===== config.mk =====
export PLATFORM = sky130hd
export DESIGN_NAME = ac_rle_encoder
export DESIGN_NICKNAME = d
export VERILOG_FILES = /design/src/rtl/ac_rle_encoder.sv
export SDC_FILE = /design/constraint.sdc
export NUM_CORES = 1
export LEC_CHECK = 0
export CAP_MARGIN = 20
export CORE_ASPECT_RATIO = 0.7
export CORE_UTILIZATION = 40
export CTS_CLUSTER_SIZE = 10
export DETAILED_ROUTE_END_ITERATION = 16
export GPL_TIMING_DRIVEN = 0
export MAX_ROUTING_LAYER = met4
export PLACE_DENSITY = 0.67
export SLEW_MARGIN = 20
export SYNTH_ARGS = -nofsm -noshare
export SYNTH_HDL_FRONTEND = slang
export SYNTH_SLANG_ARGS = --single-unit

===== constraint.sdc =====
create_clock -name clk -period 4.3 [get_ports clk]
set_input_delay 0.645 -clock clk [delete_from_list [all_inputs] [get_ports clk]]
set_output_delay 0.645 -clock clk [all_outputs]
set_load 0.03 [all_outputs]

===== src/rtl/ac_rle_encoder.sv =====
// Run-length encoder for the 63 AC coefficients of one 8x8 block (zig-zag order).
// Emits {run, level} symbols with JPEG ZRL/EOB handling through a single-entry output register.
module ac_rle_encoder #(
  parameter int COEF_W = 10,
  parameter int RUN_W  = 4,
  parameter int CNT_W  = 6
) (
  input  logic                    clk,
  input  logic                    reset,
  input  logic                    in_valid,
  output logic                    in_ready,
  input  logic [COEF_W-1:0]       in_coef,
  input  logic                    in_last,
  output logic                    out_valid,
  input  logic                    out_ready,
  output logic [RUN_W+COEF_W-1:0] out_sym
);

  localparam int SYM_W = RUN_W + COEF_W;
  localparam logic [CNT_W-1:0] RUN_LIM = CNT_W'(1 << RUN_W);
  localparam logic [SYM_W-1:0] ZRL_SYM = {{RUN_W{1'b1}}, {COEF_W{1'b0}}};

  typedef enum logic {S_ACC, S_ZRL} state_t;

  state_t             r_state, w_state_nxt;
  logic [CNT_W-1:0]   r_zcnt, w_zcnt_nxt;
  logic [COEF_W-1:0]  r_hold_coef;
  logic               r_out_valid;
  logic [SYM_W-1:0]   r_out_sym;
  logic               w_free, w_accept, w_load, w_hold_en;
  logic [SYM_W-1:0]   w_load_sym;

  assign w_free    = !r_out_valid || out_ready;
  assign in_ready  = (r_state == S_ACC) && w_free && reset;
  assign w_accept  = in_valid && in_ready;
  assign out_valid = r_out_valid;
  assign out_sym   = r_out_sym;

  always_comb begin
    w_state_nxt = r_state;
    w_zcnt_nxt  = r_zcnt;
    w_load      = 1'b0;
    w_load_sym  = '0;
    w_hold_en   = 1'b0;
    case (r_state)
      S_ACC: begin
        if (w_accept) begin
          if (in_coef == '0) begin
            if (in_last) begin
              w_load     = 1'b1;
              w_zcnt_nxt = '0;
            end else begin
              w_zcnt_nxt = r_zcnt + CNT_W'(1);
            end
          end else if (r_zcnt < RUN_LIM) begin
            w_load     = 1'b1;
            w_load_sym = {r_zcnt[RUN_W-1:0], in_coef};
            w_zcnt_nxt = '0;
          end else begin
            // First ZRL goes out on the accepting edge, so each ZRL costs exactly one input stall.
            w_load      = 1'b1;
            w_load_sym  = ZRL_SYM;
            w_zcnt_nxt  = r_zcnt - RUN_LIM;
            w_hold_en   = 1'b1;
            w_state_nxt = S_ZRL;
          end
        end
      end
      S_ZRL: begin
        if (w_free) begin
          w_load = 1'b1;
          if (r_zcnt >= RUN_LIM) begin
            w_load_sym = ZRL_SYM;
            w_zcnt_nxt = r_zcnt - RUN_LIM;
          end else begin
            w_load_sym  = {r_zcnt[RUN_W-1:0], r_hold_coef};
            w_zcnt_nxt  = '0;
            w_state_nxt = S_ACC;
          end
        end
      end
      default: w_state_nxt = S_ACC;
    endcase
  end

  always_ff @(posedge clk) begin
    if (!reset) begin
      r_state     <= S_ACC;
      r_zcnt      <= '0;
      r_hold_coef <= '0;
      r_out_valid <= 1'b0;
      r_out_sym   <= '0;
    end else begin
      r_state <= w_state_nxt;
      r_zcnt  <= w_zcnt_nxt;
      if (w_hold_en) r_hold_coef <= in_coef;
      if (w_load) begin
        r_out_valid <= 1'b1;
        r_out_sym   <= w_load_sym;
      end else if (out_ready) begin
        r_out_valid <= 1'b0;
      end
    end
  end

endmodule


## Word level (Yosys, flattened, before mapping)

Cells that the tools add are included.

- Reductions and logical operators: 8
- Bitwise gates (word level): 1
- Multiplexer cells: 27
- $lt $le $gt $ge: 2
- Equal/unequal tests: 2
- Add/subtract/negate cells: 2

Operators by type and width:

| operator | number |
|---|---|
| $mux W14 | 5 |
| $mux W6 | 6 |
| $pmux W14 S2 | 1 |
| $mux W1 | 12 |
| $pmux W6 S2 | 1 |
| $logic_not A10 Y1 | 1 |
| $add A6 B1 Y6 const B | 1 |
| $ge A6 B5 Y1 const B | 1 |
| $lt A6 B5 Y1 const B | 1 |
| $sub A6 B5 Y6 const B | 1 |
| $pmux W1 S2 | 2 |
| $logic_and A1 B1 Y1 | 3 |
| $ne A2 B1 Y1 const B | 1 |
| $ne A2 B2 Y1 const B | 1 |
| $reduce_and A2 Y1 | 1 |
| $reduce_bool A2 Y1 | 1 |
| $logic_not A1 Y1 | 1 |
| $logic_or A1 B1 Y1 | 1 |
| $not A1 Y1 | 1 |

- Input port bits: 15
- Bits in registers: 32
- Logic and storage cells: 47
- Output and inout port bits: 16

## Longest topological paths before layout

Gate-level depths: netlist of run 1.

- Word-level depth: 8
- Depth in mapped cells: 7
- Gate-level depth less buffers: 5

## Worst setup path before layout of run 1

Ideal clock, no wire load.

- Path kind: input-to-output
- Start point: in reset
- End point: out in_ready
- Slack: 1.773 ns
- Stages: 3
- Arrival: 1.882 ns
- Path through: clkbuf_1 > clkinv_1 > nor3_1

- Cells in the longest elaborated chain, start to end: 1

RTL lines:

| element | line | text |
|---|---|---|
| start: declaration | 9 | `input logic reset,` |
| $logic_and A1 B1 Y1 | 34 | `assign in_ready = (r_state == S_ACC) && w_free && reset;` |
| end: declaration | 11 | `output logic in_ready,` |

Every way passes these cells.

## Final worst setup path of run 1

Ends and elaborated chain as after synthesis.

==> metrics.txt, run 1 <==
Crit path largest cell delay 0.70 ns; met3 Use GR 0.0705; H-tree level count 2; antenna violations before repair 0; Core Area 3690 sq um; Synthesized Nets 219; hold slack 0.468 ns; Root Buffer clkbuf_8; Worst Setup End Kind output port; met1 GRT Util 0.344; Final Cell Area 2090 sq um; max-slew violation count 0; Worst Setup SP reset; maximum clock rate 284 MHz; final period utilization 0.818; Mapped Cells 203; Critical Path Stages 5; pre-CTS setup slack 0.806 ns; Critical-path top delay cell clkdlybuf4s50_1; r2r worst-path depth 6; final hold vios 0; Worst Max-Slew Pin Slew 0.725 ns; share of post-route cells with drive strength above 1 0.0622; First DRT Iteration DRCs 221; worst skew pair latency 0.29 ns; CTS buffer count 5; TNS Setup 0 ns; commonest non-fill, non-tap cell in the layout dfxtp_1; Hold WC Path Type flip-flop to flip-flop; most used cell along the critical path clkdlybuf4s50_1; drt via density 5.84; Starting Density 0.438; Post-DP Area 1980 sq um; Final GP Congestion 0.883; first-pass GRT wire length 7260 microns; launch point of the worst reg-to-reg path r_state; crit start category input pin; Synth Warn # 0; clock-pin transition on the worst setup and hold timing paths 0.07 ns; # setup viols final 0; post-synth cell types 33; Slew HR 0.512; Setup Skew 0.00672 ns; post-layout net count 256; worst vdd ir 0.204 mV; Tot Pwr 0.000683 W; via count 1699; clock buffer depth 2; CP top delay family buffers and inverters; CP Capture Point in_ready; pin count of the biggest net entering global routing 11; vias in the first global route 1428; CP bufs+invs 4; row count 18; internal reg-to-reg setup slack 1.86 ns; total die area 4300 sq um; P_leak 0.650 nW; hold depth 2; grt ovf 0; Critical Path RT 3.65 ns; GRT busiest layer met1; worst reg2reg endpoint out_sym[3]; status finished clean; #FFs+latches synth 32; critical path cell sequence clkdlybuf4s50_1 > clkbuf_1 > clkinv_1 > nor3_1 > clkdlybuf4s50_1; worst setup path category input pin to output port; Setup Fix Bufs, Post-CTS 0; cell area after synthesis 1620 sq um; post-route setup slack 0.784 ns; ANT nets after route 0; Routed wire per std cell 16.4 microns; most frequent cells in the layout dfxtp_1, clkdlybuf4s50_1, nand3_1, nand4_1, nand2_1; First-pass DRT Iterations 5; register area share after synthesis 0.396; P per Cell Area 326 nW/um^2; DRC viols 0; Area Growth Syn to Fin 29.5%; CTS Sinks 32; Mean Syn Cell Area 7.96 sq um; critical path arrival 2.87 ns; min Tclk post-route 3.52 ns; Die X 78.0 microns; crit-path max FO 10; max-cap viol count 0; gr usage total 0.237; DRT Wirelength 4770 microns; cts hold-fix bufs 0; GR Util met2 0.311; post-CTS sizing 0; Die H 55.2 microns; HPWL after DPL 3450 microns; IO Port Bufs 30; Ports 31; fillers 365; RSZ-0062 raised after global routing no; CTS tree yes; Antenna Cells 0
## sequential cells by signal, summed over array words and instances (netlist names)
name	flops
r_hold_coef	10
r_zcnt	6
out_sym	14
out_valid	1
r_state	1
## stage by stage
stage / util / instances
global route: 0.567 / 291
detailed placement: 0.536 / 283
global placement: 0.536 / 283
CTS: 0.565 / 291
floorplan: - / 203
finish: 0.567 / 291
## Yosys cell counts
cell type / number / area share
buf_6: 1 / 0.0070
nand4_1: 19 / 0.074
dfxtp_1: 32 / 0.40
a211oi_1: 10 / 0.046
nand2b_1: 1 / 0.0039
or4_1: 1 / 0.0046
clkbuf_1: 14 / 0.033
a41oi_1: 2 / 0.011
o22ai_1: 5 / 0.019
and3_1: 2 / 0.0077
o211ai_1: 4 / 0.019
clkinv_1: 1 / 0.0023
a21o_1: 1 / 0.0046
a311oi_1: 7 / 0.038
o21ai_0: 16 / 0.050
buf_2: 1 / 0.0031
buf_1: 1 / 0.0023
nor3_1: 2 / 0.0062
a31oi_1: 1 / 0.0039
nor2_1: 7 / 0.016
nand3_1: 22 / 0.068
o22a_1: 1 / 0.0054
o21a_1: 4 / 0.019
nand2_1: 18 / 0.042
ha_1: 1 / 0.0077
or4_4: 2 / 0.014
inv_1: 7 / 0.016
nand4b_1: 1 / 0.0054
or2_2: 3 / 0.012
a21oi_1: 6 / 0.019
nor4_1: 4 / 0.015
mux2i_1: 3 / 0.019
nor2b_1: 3 / 0.012
## layer usage
layer  up-vias  wire, microns
li1        844              -
met1       764           2480
met5         -              0
met4         0             55
met3         9            423
met2        82           1810
## power breakdown
group          total (W)  internal (W)  switching (W)
registers       0.000306      0.000303     0.00000327
clock network   0.000289      0.000172       0.000118
logic          0.0000880     0.0000368      0.0000512
## worst min-delay path, cell delays in order, from the launching register on
cell and delay [ns]:
dfxtp_1 0.31, nand2_1 0.05, o22ai_1 0.06
## cell families (layout without fill, tap and decap cells)
logic type               after synthesis  after routing  share of synthesized area
adder cells (fa/ha/maj)                1              1                    0.00774
AND/OR/NAND/NOR                       85             85                      0.280
buffers and inverters                 25             63                     0.0635
AO/OA/AOI/OAI                         57             57                      0.234
multiplexers                           3              3                     0.0186
flip-flops                            32             32                      0.396
## cell type report
type / instances / area (sq um) / area share
plain buffers: 17 / 72.6 / 0.0347
flip-flops and latches: 32 / 641 / 0.306
clock buffers: 6 / 72.6 / 0.0347
inverters: 8 / 30.0 / 0.0143
repair buffers: 30 / 300 / 0.143
well taps: 50 / 62.6 / 0.0299
clock inverters: 2 / 35.0 / 0.0167
multi-input cells: 146 / 880 / 0.420
## worst min-delay path by stage
stage / start / slack [ns] / endpoint
6_report: out_sym[10] / 0.47 / out_sym[10]
5_1_grt: r_hold_coef[1] / 0.48 / r_hold_coef[1]
4_1_cts: r_hold_coef[1] / 0.47 / r_hold_coef[1]
3_5_place_dp: r_hold_coef[1] / 0.46 / r_hold_coef[1]
3_3_place_gp: r_hold_coef[8] / 0.45 / r_hold_coef[8]
2_1_floorplan: r_hold_coef[0] / 0.44 / r_hold_coef[0]
Power figures use the tool's default switching activity.
==> inputs of run 2 (changes only) <==
==> constraint.sdc (replaced) <==
create_clock -name clk -period 3.35 [get_ports clk]
set_input_delay 0.5025 -clock clk [delete_from_list [all_inputs] [get_ports clk]]
set_output_delay 0.5025 -clock clk [all_outputs]
set_load 0.03 [all_outputs]
==> run 2 against run 1 <==
  * Largest power group unchanged
  * Clock power rose by 29%
  * Critical endpoint unchanged
  * Via count increased by 0.47%
  * Cell area is 0.18% higher
  * Worst hold slack hardly changed
  * Sequential share of layout area fell by 0.055 points
==> metrics.txt, run 2 (synthesis results as in run 1) <==
Worst Setup End Kind output port; r2r worst-path depth 6 (unchanged); CTS Sinks 32 (unchanged); crit-path max FO 10 (unchanged); CTS buffer count 5 (unchanged); Tot Pwr 0.000878 W (+28%); final period utilization 0.958; Critical Path RT 2.85 ns (-0.80 ns); commonest non-fill, non-tap cell in the layout dfxtp_1; Critical-path top delay cell clkdlybuf4s50_1; HPWL after DPL 3450 microns (unchanged); CTS tree yes; Antenna Cells 0 (unchanged); # setup viols final 0 (unchanged); internal reg-to-reg setup slack 0.91 ns (-0.95 ns); drt via density 5.87 (+0.47%); share of post-route cells with drive strength above 1 0.0664 (+0.00415); ANT nets after route 0 (unchanged); Register Area 641 sq um (unchanged); row count 18 (unchanged); gr usage total 0.237 (unchanged); max-cap viol count 0 (unchanged); H-tree level count 2 (unchanged); fillers 363 (-0.55%); DRT Wirelength 4780 microns (+0.23%); post-layout net count 256 (unchanged); P per Cell Area 419 nW/um^2 (+28%); DRC viols 0 (unchanged); worst setup path category input pin to output port; most used cell along the critical path clkdlybuf4s50_1; pin count of the biggest net entering global routing 11 (unchanged); max FFs per register 14 (unchanged); Die H 55.2 microns (unchanged); min Tclk post-route 3.21 ns; CP bufs+invs 4 (unchanged); crit start category input pin; grt ovf 0 (unchanged); maximum clock rate 311 MHz; critical hold path startpoint out_sym[10]; First DRT Iteration DRCs 221 (unchanged); Multi-input gate area 880 sq um (unchanged); cts hold-fix bufs 0 (unchanged); hold endpoint out_sym[10]; clock-pin transition on the worst setup and hold timing paths 0.07 ns (about the same); Setup Skew 0.00696 ns (+0.000239 ns); CP top delay family buffers and inverters; Final GP Congestion 0.883 (unchanged); critical path cell sequence clkdlybuf4s50_1 > clkbuf_1 > clkinvlp_4 > nor3_1 > clkdlybuf4s50_1; Root Buffer clkbuf_8; most frequent cells in the layout dfxtp_1, clkdlybuf4s50_1, nand3_1, nand4_1, nand2_1; clock buffer depth 2 (unchanged); Ports 31 (unchanged); Crit path largest cell delay 0.70 ns (about the same); via count 1707 (+0.47%); first-pass GRT wire length 7260 microns (unchanged); RSZ-0062 raised after global routing no; IO Port Bufs 30 (unchanged); Hold WC Path Type flip-flop to flip-flop; Routed wire per std cell 16.4 microns (+0.23%); P_leak 0.649 nW (-0.22%); Die X 78.0 microns (unchanged); critical path arrival 2.71 ns (-0.16 ns); worst reg2reg endpoint out_sym[3]; worst skew pair latency 0.29 ns (about the same); vias in the first global route 1428 (unchanged); antenna violations before repair 0 (unchanged); TNS Setup 0 ns (unchanged); Starting Density 0.438 (unchanged); hold depth 2 (unchanged); Area Growth Syn to Fin 29.7%; Core Area 3690 sq um (unchanged); max-slew violation count 0 (unchanged); status finished clean; Slew HR 0.518 (+0.00551); Worst Max-Slew Pin Slew 0.717 ns (-0.00820 ns); First-pass DRT Iterations 4 (-1); worst vdd ir 0.262 mV (+28%); launch point of the worst reg-to-reg path r_state; total die area 4300 sq um (unchanged); final hold vios 0 (unchanged)
## run 2: changes by cell type in the layout (fill, tap and decap cells not counted)
cell | previous run | this run
clkinv_1 | 1 | 0
clkinvlp_4 | 0 | 1
## run 2: area by class of cell
cell class | count | share of cell area
Clock inverter | 2 | 0.0167
Sequential cell | 32 | 0.305
Tap cell | 50 | 0.0298
Clock buffer | 6 | 0.0346
Multi-Input combinational cell | 146 | 0.419
Inverter | 8 | 0.0161
Timing Repair Buffer | 30 | 0.143
Buffer | 17 | 0.0346
## run 2: how the worst max path moves through the flow
stage / slack [ns] / from / cells after the start / end
floorplan: 1.11 / reset / 3 / in_ready
global placement: 0.14 / reset / 5 / in_ready
detailed placement: 0.14 / reset / 5 / in_ready
CTS: 0.15 / reset / 5 / in_ready
global route: 0.008 / reset / 5 / in_ready
finish: 0.14 / reset / 5 / in_ready
## run 2: worst min-delay path, cell delays in order (launching register included)
cell	delay, ns
dfxtp_1	0.31
nand2_1	0.05
o22ai_1	0.06
## run 2: repair_timing
item / in CTS / in global routing
endpoints found under the setup margin: 0 / 1
hold endpoints to repair: 0 / 0
buffers inserted: 0 / 0
gates resized for setup: 0 / 1
## run 2: stage by stage
stage / hold slack [ns] / util / instances / instance area, sq um / setup WS, ns
after floorplan: 0.436 / - / 203 / 1620 / 1.11
after global placement: 0.448 / 0.536 / 283 / 1980 / 0.138
after detailed placement: 0.459 / 0.536 / 283 / 1980 / 0.141
after CTS: 0.468 / 0.565 / 291 / 2090 / 0.152
after global routing: 0.477 / 0.568 / 291 / 2100 / 0.00762
final: 0.469 / 0.568 / 291 / 2100 / 0.140
## run 2: routing by layer
metal / share of wire / GRT usage
met2: 0.38 / 0.311
met4: 0.012 / 0.0648
met5: 0 / -
met1: 0.52 / 0.344
met3: 0.085 / 0.0705
## run 2: report_power, final
group | internal, W | total [W] | switching (W)
Sequential | 0.000388 | 0.000393 | 0.00000419
Clock | 0.000221 | 0.000372 | 0.000151
Combinational | 0.0000473 | 0.000113 | 0.0000661
==> inputs of run 3 (changes only) <==
--- a/config.mk
+++ b/config.mk
@@ -8,6 +8,7 @@
 export CAP_MARGIN = 20
 export CORE_ASPECT_RATIO = 0.7
 export CORE_UTILIZATION = 40
+export CTS_CLUSTER_DIAMETER = 60
 export CTS_CLUSTER_SIZE = 10
 export DETAILED_ROUTE_END_ITERATION = 16
 export GPL_TIMING_DRIVEN = 0
==> results of run 3 <==
Same layout as run 2: the final DEF is identical, and so are final timing and power.
